$ cat config.mk
export PLATFORM = sky130hd
export DESIGN_NAME = alu_sequencer_flat
export DESIGN_NICKNAME = d
export VERILOG_FILES = /design/src/rtl/alu_pkg.sv /design/src/rtl/alu_sequencer_if.sv /design/src/rtl/alu_regfile.sv /design/src/rtl/alu_sequencer.sv /design/src/flat_wrapper.sv
export SDC_FILE = /design/constraint.sdc
export NUM_CORES = 1
export LEC_CHECK = 0
export ABC_CLOCK_PERIOD_IN_PS = 2090
export CAP_MARGIN = 40
export CORE_AREA = 2 2 53 105
export CTS_CLUSTER_SIZE = 20
export DETAILED_ROUTE_END_ITERATION = 16
export DIE_AREA = 0 0 55 107
export GPL_ROUTABILITY_DRIVEN = 0
export HOLD_SLACK_MARGIN = 0.05
export MAX_ROUTING_LAYER = met4
export PLACE_DENSITY = 0.68
export SLEW_MARGIN = 30
export SYNTH_ARGS = -nofsm -noshare
export SYNTH_HDL_FRONTEND = slang
export SYNTH_HIERARCHICAL = 1
export SYNTH_SLANG_ARGS = --single-unit
$ cat constraint.sdc
create_clock -name clk -period 2.09 [get_ports clk]
set_input_delay 0.418 -clock clk [delete_from_list [all_inputs] [get_ports clk]]
set_output_delay 0.418 -clock clk [all_outputs]
set_load 0.02 [all_outputs]
$ cat src/rtl/alu_pkg.sv
// Shared constants and types for the ALU sequencer slice.
// Opcode encoding is owned by the external ALU; the sequencer only forwards it.
package alu_pkg;

    localparam int DATA_W = 4;
    localparam int OP_W   = 3;

    localparam logic [OP_W-1:0] ALU_ADD = 3'b000;
    localparam logic [OP_W-1:0] ALU_SUB = 3'b001;
    localparam logic [OP_W-1:0] ALU_AND = 3'b010;
    localparam logic [OP_W-1:0] ALU_OR  = 3'b011;
    localparam logic [OP_W-1:0] ALU_XOR = 3'b100;
    localparam logic [OP_W-1:0] ALU_SHR = 3'b101;
    localparam logic [OP_W-1:0] ALU_SHL = 3'b110;
    localparam logic [OP_W-1:0] ALU_NOT = 3'b111;

    typedef enum logic [1:0] {
        ST_IDLE,
        ST_EXEC,
        ST_RESP
    } state_e;

endpackage

$ cat src/rtl/alu_sequencer_if.sv
// Instruction, ALU operand and result buses of the sequencer.
// master = sequencer side, slave = instruction source / ALU / consumer.
interface alu_sequencer_if #(
    parameter int NREGS = 4
);
    import alu_pkg::*;

    localparam int RA_W = $clog2(NREGS);

    logic              ins_valid;
    logic              ins_ready;
    logic [OP_W-1:0]   ins_op;
    logic [RA_W-1:0]   ins_rd;
    logic [RA_W-1:0]   ins_rs;
    logic [RA_W-1:0]   ins_rt;
    logic              ins_imm_en;
    logic [DATA_W-1:0] ins_imm;

    logic [DATA_W-1:0] alu_a;
    logic [DATA_W-1:0] alu_b;
    logic [OP_W-1:0]   alu_ctl;
    logic [DATA_W-1:0] alu_ans;
    logic              alu_cout;

    logic              res_valid;
    logic              res_ready;
    logic [DATA_W-1:0] res_data;
    logic              res_cout;
    logic [RA_W-1:0]   res_rd;
    logic              carry_flag;

    modport master (
        input  ins_valid, ins_op, ins_rd, ins_rs, ins_rt,
        input  ins_imm_en, ins_imm,
        output ins_ready,
        output alu_a, alu_b, alu_ctl,
        input  alu_ans, alu_cout,
        output res_valid, res_data, res_cout, res_rd,
        input  res_ready,
        output carry_flag
    );

    modport slave (
        output ins_valid, ins_op, ins_rd, ins_rs, ins_rt,
        output ins_imm_en, ins_imm,
        input  ins_ready,
        input  alu_a, alu_b, alu_ctl,
        output alu_ans, alu_cout,
        input  res_valid, res_data, res_cout, res_rd,
        output res_ready,
        input  carry_flag
    );

endinterface

$ cat src/rtl/alu_regfile.sv
// NREGS x DATA_W register file: one synchronous write port,
// two asynchronous read ports, synchronous clear.
module alu_regfile
    import alu_pkg::*;
#(
    parameter  int NREGS = 4,
    localparam int RA_W  = $clog2(NREGS)
) (
    input  logic              clk,
    input  logic              rst,
    input  logic              we,
    input  logic [RA_W-1:0]   waddr,
    input  logic [DATA_W-1:0] wdata,
    input  logic [RA_W-1:0]   raddr_a,
    input  logic [RA_W-1:0]   raddr_b,
    output logic [DATA_W-1:0] rdata_a,
    output logic [DATA_W-1:0] rdata_b
);

    logic [DATA_W-1:0] mem_q [NREGS];
    logic [DATA_W-1:0] mem_d [NREGS];

    always_comb begin
        mem_d = mem_q;
        if (we) begin
            mem_d[waddr] = wdata;
        end
    end

    always_ff @(posedge clk) begin
        if (rst) begin
            for (int i = 0; i < NREGS; i++) begin
                mem_q[i] <= '0;
            end
        end else begin
            mem_q <= mem_d;
        end
    end

    assign rdata_a = mem_q[raddr_a];
    assign rdata_b = mem_q[raddr_b];

endmodule

$ cat src/rtl/alu_sequencer.sv
// Issues one register/immediate instruction at a time to an external
// combinational ALU, captures its answer and writes it back.
module alu_sequencer
    import alu_pkg::*;
#(
    parameter int NREGS = 4
) (
    input logic             clk,
    input logic             rst,
    alu_sequencer_if.master bus
);

    localparam int RA_W = $clog2(NREGS);

    state_e            state_q,     state_d;
    logic [DATA_W-1:0] alu_a_q,     alu_a_d;
    logic [DATA_W-1:0] alu_b_q,     alu_b_d;
    logic [OP_W-1:0]   alu_ctl_q,   alu_ctl_d;
    logic [RA_W-1:0]   rd_q,        rd_d;
    logic              res_valid_q, res_valid_d;
    logic [DATA_W-1:0] res_data_q,  res_data_d;
    logic              res_cout_q,  res_cout_d;
    logic [RA_W-1:0]   res_rd_q,    res_rd_d;
    logic              carry_q,     carry_d;

    logic              rf_we;
    logic [DATA_W-1:0] rf_a;
    logic [DATA_W-1:0] rf_b;

    alu_regfile #(
        .NREGS (NREGS)
    ) u_rf (
        .clk     (clk),
        .rst     (rst),
        .we      (rf_we),
        .waddr   (rd_q),
        .wdata   (bus.alu_ans),
        .raddr_a (bus.ins_rs),
        .raddr_b (bus.ins_rt),
        .rdata_a (rf_a),
        .rdata_b (rf_b)
    );

    always_comb begin
        state_d     = state_q;
        alu_a_d     = alu_a_q;
        alu_b_d     = alu_b_q;
        alu_ctl_d   = alu_ctl_q;
        rd_d        = rd_q;
        res_valid_d = res_valid_q;
        res_data_d  = res_data_q;
        res_cout_d  = res_cout_q;
        res_rd_d    = res_rd_q;
        carry_d     = carry_q;
        rf_we       = 1'b0;
        unique case (state_q)
            ST_IDLE: begin
                if (bus.ins_valid) begin
                    alu_a_d   = rf_a;
                    alu_b_d   = bus.ins_imm_en ? bus.ins_imm : rf_b;
                    alu_ctl_d = bus.ins_op;
                    rd_d      = bus.ins_rd;
                    state_d   = ST_EXEC;
                end
            end
            ST_EXEC: begin
                // ALU output settles during this cycle from the latched operands
                res_data_d  = bus.alu_ans;
                res_cout_d  = bus.alu_cout;
                res_rd_d    = rd_q;
                carry_d     = bus.alu_cout;
                res_valid_d = 1'b1;
                rf_we       = 1'b1;
                state_d     = ST_RESP;
            end
            ST_RESP: begin
                if (bus.res_ready) begin
                    res_valid_d = 1'b0;
                    state_d     = ST_IDLE;
                end
            end
            default: state_d = ST_IDLE;
        endcase
    end

    always_ff @(posedge clk) begin
        if (rst) begin
            state_q     <= ST_IDLE;
            alu_a_q     <= '0;
            alu_b_q     <= '0;
            alu_ctl_q   <= '0;
            rd_q        <= '0;
            res_valid_q <= 1'b0;
            res_data_q  <= '0;
            res_cout_q  <= 1'b0;
            res_rd_q    <= '0;
            carry_q     <= 1'b0;
        end else begin
            state_q     <= state_d;
            alu_a_q     <= alu_a_d;
            alu_b_q     <= alu_b_d;
            alu_ctl_q   <= alu_ctl_d;
            rd_q        <= rd_d;
            res_valid_q <= res_valid_d;
            res_data_q  <= res_data_d;
            res_cout_q  <= res_cout_d;
            res_rd_q    <= res_rd_d;
            carry_q     <= carry_d;
        end
    end

    assign bus.ins_ready  = (state_q == ST_IDLE);
    assign bus.alu_a      = alu_a_q;
    assign bus.alu_b      = alu_b_q;
    assign bus.alu_ctl    = alu_ctl_q;
    assign bus.res_valid  = res_valid_q;
    assign bus.res_data   = res_data_q;
    assign bus.res_cout   = res_cout_q;
    assign bus.res_rd     = res_rd_q;
    assign bus.carry_flag = carry_q;

endmodule

$ cat src/flat_wrapper.sv
// flat-port wrapper written by rule: the top's interface ports become plain ports
module alu_sequencer_flat import alu_pkg::*;
#(
    parameter int NREGS = 4
)
  (clk, rst, bus_ins_valid, bus_ins_op, bus_ins_rd, bus_ins_rs, bus_ins_rt, bus_ins_imm_en, bus_ins_imm, bus_ins_ready, bus_alu_a, bus_alu_b, bus_alu_ctl, bus_alu_ans, bus_alu_cout, bus_res_valid, bus_res_data, bus_res_cout, bus_res_rd, bus_res_ready, bus_carry_flag);
  alu_sequencer_if #(.NREGS(NREGS)) bus_i ();
  input logic clk;
  input logic rst;
  input wire logic [$bits(bus_i.ins_valid)-1:0] bus_ins_valid;
  input wire logic [$bits(bus_i.ins_op)-1:0] bus_ins_op;
  input wire logic [$bits(bus_i.ins_rd)-1:0] bus_ins_rd;
  input wire logic [$bits(bus_i.ins_rs)-1:0] bus_ins_rs;
  input wire logic [$bits(bus_i.ins_rt)-1:0] bus_ins_rt;
  input wire logic [$bits(bus_i.ins_imm_en)-1:0] bus_ins_imm_en;
  input wire logic [$bits(bus_i.ins_imm)-1:0] bus_ins_imm;
  output wire logic [$bits(bus_i.ins_ready)-1:0] bus_ins_ready;
  output wire logic [$bits(bus_i.alu_a)-1:0] bus_alu_a;
  output wire logic [$bits(bus_i.alu_b)-1:0] bus_alu_b;
  output wire logic [$bits(bus_i.alu_ctl)-1:0] bus_alu_ctl;
  input wire logic [$bits(bus_i.alu_ans)-1:0] bus_alu_ans;
  input wire logic [$bits(bus_i.alu_cout)-1:0] bus_alu_cout;
  output wire logic [$bits(bus_i.res_valid)-1:0] bus_res_valid;
  output wire logic [$bits(bus_i.res_data)-1:0] bus_res_data;
  output wire logic [$bits(bus_i.res_cout)-1:0] bus_res_cout;
  output wire logic [$bits(bus_i.res_rd)-1:0] bus_res_rd;
  input wire logic [$bits(bus_i.res_ready)-1:0] bus_res_ready;
  output wire logic [$bits(bus_i.carry_flag)-1:0] bus_carry_flag;
  assign bus_i.ins_valid = bus_ins_valid;
  assign bus_i.ins_op = bus_ins_op;
  assign bus_i.ins_rd = bus_ins_rd;
  assign bus_i.ins_rs = bus_ins_rs;
  assign bus_i.ins_rt = bus_ins_rt;
  assign bus_i.ins_imm_en = bus_ins_imm_en;
  assign bus_i.ins_imm = bus_ins_imm;
  assign bus_ins_ready = bus_i.ins_ready;
  assign bus_alu_a = bus_i.alu_a;
  assign bus_alu_b = bus_i.alu_b;
  assign bus_alu_ctl = bus_i.alu_ctl;
  assign bus_i.alu_ans = bus_alu_ans;
  assign bus_i.alu_cout = bus_alu_cout;
  assign bus_res_valid = bus_i.res_valid;
  assign bus_res_data = bus_i.res_data;
  assign bus_res_cout = bus_i.res_cout;
  assign bus_res_rd = bus_i.res_rd;
  assign bus_i.res_ready = bus_res_ready;
  assign bus_carry_flag = bus_i.carry_flag;
  alu_sequencer #(.NREGS(NREGS)) u_core (.clk(clk), .rst(rst), .bus(bus_i));
endmodule
==> results.sh, run 1 <==
export IMPL_hold_end="u_core/bus.res_data[2]"
export IMPL_postRouteAntennaNets=0
export IMPL_synth_compound_area_frac=0.0480
export IMPL_synthSimpleGateAreaFrac=0.183
export IMPL_p_leak_nw=0.910
export IMPL_synth_nets=184
export IMPL_grt_overflow=0
export IMPL_cts_hold_buf=0
export IMPL_hold_path_class="reg -> reg"
export IMPL_cts_resized=0
export IMPL_wl_um=3760
export IMPL_cp_required_ns=1.67
export IMPL_synth_top_family_by_area="multiplexers"
export IMPL_die_y_um=107
export IMPL_final_max_slew_violation_count=0
export IMPL_path_clk_slew_ns=0.08
export IMPL_fin_crit_ns=1.77
export IMPL_finalCritPeriodShare=0.848
export IMPL_cts_buffers_inserted=5
export IMPL_die_area_sq_mm=0.00589
export IMPL_crit_path_start_kind="flip-flop"
export IMPL_cts_buffer_depth=2
export IMPL_start_util=0.338
export IMPL_seq_area_frac_synth=0.454
export IMPL_path_cells="nor2_1, clkdlybuf4s50_1"
export IMPL_nNetsFinal=232
export IMPL_antenna_cells=0
export IMPL_fill_cells=503
export IMPL_synth_mux_area_fraction=0.273
export IMPL_r2r_end="u_core/u_rf/mem_q[10]"
export IMPL_vias=1265
export IMPL_status="complete, no violations"
export IMPL_dr_pass1_iters=4
export IMPL_setup_violations=0
export IMPL_synthDistinctLibCells=22
export IMPL_max_vdd_ir_drop_uv=355
export IMPL_grt_start_max_net_pins=19
export IMPL_clock_latency_ns=0.29
export IMPL_cts_sinks=39
export IMPL_grt_pass1_wl_um=6010
export IMPL_area_growth_pct=33.5
export IMPL_hold_path_depth=2
export IMPL_skew_ns=0.00767
export IMPL_r2r_slack_ns=0.67
export IMPL_tightest_slew_ns=0.430
export IMPL_synth_seq_cells=39
export IMPL_dp_hpwl_um=2920
export IMPL_slowest_stage="clkdlybuf4s50_1"
export IMPL_cap_violations=0
export IMPL_grt_pass1_vias=1280
export IMPL_layout_commonest_cell="clkdlybuf4s50_1"
export IMPL_root_buffer="clkbuf_8"
export IMPL_max_freq_mhz=564
export IMPL_hp_start="u_core/bus.res_data[2]"
export IMPL_row_count=37
export IMPL_crit_start="u_core/state_q[1]"
export IMPL_ys_warn_count=6
export IMPL_core_area_sq_mm=0.00509
export IMPL_slowest_delay_ns=0.60
export IMPL_path_class="reg -> out"
export IMPL_arrival_ns=1.35
export IMPL_synth_fa_ha_area_frac=0
export IMPL_io_buffers=43
export IMPL_power_mw=1.52
export IMPL_p_per_area_mw_per_mm2=664
export IMPL_cts_setup_buffers=0
export IMPL_synthXorXnorAreaFrac=0
export IMPL_rsz0062_at_grt="no"
export IMPL_relSlewSlack=0.712
export IMPL_vias_per_cell=4.72
export IMPL_drtIter0Drc=49
export IMPL_timing_hold_violations_final=0
export IMPL_drive_above_1_share=0.114
export IMPL_final_cell_mix="clkdlybuf4s50_1, dfxtp_1, mux2i_1"
export IMPL_synth_avg_cell_area_sq_um=10.7
export IMPL_route_detailed_drc=0
export IMPL_r2r_cells=4
export IMPL_die_w_um=55
export IMPL_r2r_start="u_core/state_q[1]"
export IMPL_htree_levels=2
export IMPL_setup_tns_final_ns=0
export IMPL_worstPathMaxFanout=5
export IMPL_io_pins=44
export IMPL_endpoint_kind="output pin"
export IMPL_syn_area_sq_mm=0.00172
export IMPL_grt_util_all_layers=0.145
export IMPL_antenna_found_initial=0
export IMPL_wl_per_cell_um=14.0
export IMPL_cts_tree="built"
export IMPL_synth_cells=161
[power breakdown]
group / total [mW] / internal [mW] / switching, mW / leakage [nW]
logic: 0.242 / 0.133 / 0.109 / 0.552
registers: 0.795 / 0.772 / 0.0225 / 0.317
clock network: 0.487 / 0.233 / 0.254 / 0.0412
total: 1.52 / 1.14 / 0.385 / 0.910
[how the worst max path moves through the flow]
stage                     slack (ns)               endpoint
after global routing            0.23          bus_ins_ready
after detailed placement        0.15    u_core/bus.alu_a[0]
final                           0.32          bus_ins_ready
after global placement          0.16    u_core/bus.alu_a[0]
after floorplan                 0.67  u_core/u_rf/mem_q[12]
after CTS                       0.30          bus_ins_ready
[synth_stat cells, drive strengths merged]
cell	count	area [sq um]
nand3b	2	15.0
a211oi	5	37.5
dfxtp	39	781
nor3b	2	25.0
and3	1	6.26
inv	1	3.75
o21ai	1	5.00
clkbuf	4	15.0
clkinv	1	3.75
mux4	8	180
nand2b	21	131
or3b	1	8.76
a21oi	8	40.0
buf	5	50.0
mux2i	29	290
nand2	14	52.6
nand3	1	5.00
nor2b	1	6.26
nor2	17	63.8
[layout make-up]
cell class	instances	area (sq um)	share of cell area
multi-input combinational	111	867	0.378
sequential	39	781	0.340
timing repair buffer	50	483	0.210
clock buffer	6	72.6	0.0316
tap	58	72.6	0.0316
clock inverter	2	12.5	0.00545
inverter	2	7.51	0.00327
[per-layer routing]
layer  track usage  routed length, um  part of all wire
met1         0.158               1470              0.39
met2         0.241               2080              0.55
met5             -                  0                 0
met3        0.0209                125             0.033
met4        0.0767                 86             0.023
[cells by family (layout without fill, tap and decap cells)]
logic type             count (synthesis)  count (layout)
DFF                                   39              39
AOI/OAI and AO/OA                     14              14
and+or+nand+nor                       60              60
muxes                                 37              37
buffers and inverters                 11              60
[worst max-delay path: cells and delay by family (launching register included)]
family / cells / cell delay [ns]
simple gates: 1 / 0.11
buf+inv: 1 / 0.60
flops: 1 / 0.36
[sequential cells by signal, indices dropped and copies added (netlist names), 2 cells and up]
signal               count
u_core/state_q           2
u_core/bus.res_rd        2
u_core/bus.res_data      4
u_core/bus.alu_b         4
u_core/u_rf/mem_q       16
u_core/bus.alu_ctl       3
u_core/rd_q              2
u_core/bus.alu_a         4
[stage by stage]
step | util | hold WS (ns) | cells | worst slack [ns] | area (sq um)
after CTS | 0.451 | 0.458 | 268 | 0.304 | 2300
after detailed placement | 0.434 | 0.447 | 260 | 0.149 | 2210
after global routing | 0.451 | 0.480 | 268 | 0.227 | 2300
after floorplan | - | 0.455 | 161 | 0.674 | 1720
after global placement | 0.434 | 0.442 | 260 | 0.165 | 2210
final | 0.451 | 0.459 | 268 | 0.318 | 2300
Power figures use the tool's default switching activity.
==> inputs of run 2 (changes only) <==
ABC_CLOCK_PERIOD_IN_PS = 1500   (was 2090)
PLACE_DENSITY = 0.7   (was 0.68)
clock period = 1.5 ns   (was 2.09 ns; I/O delays follow)
==> results.sh, run 2 (synthesis results as in run 1) <==
export IMPL_vias_per_cell=4.85
export IMPL_relSlewSlack=0.789
export IMPL_crit_path_start_kind="flip-flop"
export IMPL_cts_sinks=39
export IMPL_grt_pass1_wl_um=5910
export IMPL_antenna_found_initial=0
export IMPL_path_class="reg -> reg"
export IMPL_worstPathMaxFanout=7
export IMPL_timing_hold_violations_final=0
export IMPL_vias=1305
export IMPL_cts_tree="built"
export IMPL_arrival_ns=1.56
export IMPL_p_leak_nw=1.03
export IMPL_max_vdd_ir_drop_uv=588
export IMPL_slowest_stage="or3b_1"
export IMPL_path_clk_slew_ns=0.08
export IMPL_path_cells="nand2b_1, clkinv_1, or3b_1, mux2i_1"
export IMPL_p_comb_frac=0.139
export IMPL_layout_cells_non_filler=269
export IMPL_cts_hold_buf=0
export IMPL_cap_violations=0
export IMPL_core_area_sq_mm=0.00509
export IMPL_area_growth_pct=35.1
export IMPL_drtIter0Drc=10
export IMPL_slowest_delay_ns=0.46
export IMPL_postRouteAntennaNets=0
export IMPL_die_w_um=55
export IMPL_grt_overflow=0
export IMPL_postLayoutCoreUtil=0.456
export IMPL_cts_buffer_depth=2
export IMPL_dp_cells=261
export IMPL_power_internal_mw=1.79
export IMPL_nNetsFinal=233
export IMPL_skew_ns=0.00539
export IMPL_tightest_slew_ns=0.316
export IMPL_drive_above_1_share=0.123
export IMPL_cts_setup_buffers=0
export IMPL_final_max_slew_violation_count=0
export IMPL_rsz0062_at_grt="no"
export IMPL_grt_start_max_net_pins=19
export IMPL_fin_crit_ns=1.39
export IMPL_start_util=0.338
export IMPL_die_area_sq_mm=0.00589
export IMPL_hold_path_depth=2
export IMPL_post_place_ws_ns=-0.314
export IMPL_cp_num_cells=4
export IMPL_cts_buffers_inserted=5
export IMPL_fill_cells=515
export IMPL_pwr_share_seq=0.474
export IMPL_dp_hpwl_um=2900
export IMPL_finalCritPeriodShare=0.925
export IMPL_swShare=0.235
export IMPL_antenna_cells=0
export IMPL_fin_ws_ns=0.112
export IMPL_setup_violations=0
export IMPL_wl_um=3760
export IMPL_route_detailed_drc=0
export IMPL_hold_path_class="reg -> reg"
export IMPL_clock_latency_ns=0.29
export IMPL_clkPwrFrac=0.387
export IMPL_htree_levels=2
export IMPL_final_cell_mix="dfxtp_1, mux2i_1, dlygate4sd2_1"
export IMPL_p_switching_mw=0.548
export IMPL_dr_pass1_iters=4
export IMPL_r2r_cells=4
export IMPL_row_count=37
export IMPL_cp_required_ns=1.67
export IMPL_status="complete, no violations"
export IMPL_max_freq_mhz=720
export IMPL_largest_reg_flops=16
export IMPL_top_register="u_core/u_rf/mem_q"
export IMPL_io_pins=44
export IMPL_endpoint_kind="flip-flop"
export IMPL_layout_commonest_cell="dfxtp_1"
export IMPL_crit_family="simple AND/OR/NAND/NOR gates"
export IMPL_grt_util_all_layers=0.145
export IMPL_root_buffer="clkbuf_8"
export IMPL_critical_path_buf_inv_count=1
export IMPL_grt_pass1_vias=1321
export IMPL_whs_ns=0.459
export IMPL_die_y_um=107
export IMPL_p_per_area_mw_per_mm2=1000
export IMPL_wl_per_cell_um=14.0
export IMPL_io_buffers=43
## run 2: cell count changes in the layout (fill, tap and decap cells not counted)
cell	before	now
dlygate4sd2_1	0	22
buf_12	0	1
clkinvlp_4	1	0
clkbuf_8	5	6
bufinv_16	0	1
dlymetal6s2s_1	0	1
clkbuf_1	1	0
clkdlybuf4s50_1	43	20
## run 2: repair_timing
item	CTS	global route
pin swaps	0	0
setup endpoints to repair	25	4
resized for setup	22	1
## run 2: worst paths after layout
kind	from	to	slack [ns]
max	u_core/state_q[1]	u_core/u_rf/mem_q[13]	0.11
min	u_core/bus.res_data[2]	u_core/bus.res_data[2]	0.46
max reg2reg	u_core/state_q[1]	u_core/u_rf/mem_q[13]	0.11
min reg2reg	u_core/bus.res_data[2]	u_core/bus.res_data[2]	0.46
## run 2: worst reg2reg max path, stage by stage, from the launching register on
cell and delay (ns):
dfxtp_1 0.36, nand2b_1 0.18, clkinv_1 0.13, or3b_1 0.46, mux2i_1 0.15
## run 2: routing by layer
| layer | global-route usage | routed length [um] | share of wire | vias to the layer above |
|---|---|---|---|---|
| met5 | - | 0 | 0 | - |
| met4 | 0.0697 | 93 | 0.025 | 0 |
| met3 | 0.0251 | 140 | 0.037 | 7 |
| met2 | 0.263 | 2150 | 0.57 | 29 |
| met1 | 0.136 | 1370 | 0.36 | 616 |
| li1 | - | - | - | 653 |
## run 2: power by group through the flow
stage	combinational (mW)	sequential (mW)	clock [mW]
after detailed placement	0.349	1.13	0
final	0.325	1.11	0.903
after floorplan	0.161	1.16	0
after CTS	0.330	1.11	0.927
after global placement	0.349	1.13	0
after global routing	0.355	1.11	0.962
## run 2: area by class of cell
type                            instances  area [sq um]  area share
Multi-Input combinational cell        111           867       0.373
Sequential cell                        39           781       0.336
Timing Repair Buffer                   51           478       0.206
Clock buffer                            6          82.6      0.0355
Tap cell                               58          72.6      0.0312
Clock inverter                          2          35.0      0.0151
Inverter                                2          7.51     0.00323
## run 2: through the flow
stage | setup TNS (ns) | power, mW | cell area, sq um
finish | 0 | 2.33 | 2320
global route | 0 | 2.43 | 2320
CTS | 0 | 2.36 | 2320
detailed placement | -2.49 | 1.48 | 2230
global placement | -2.44 | 1.48 | 2230
floorplan | 0 | 1.32 | 1720
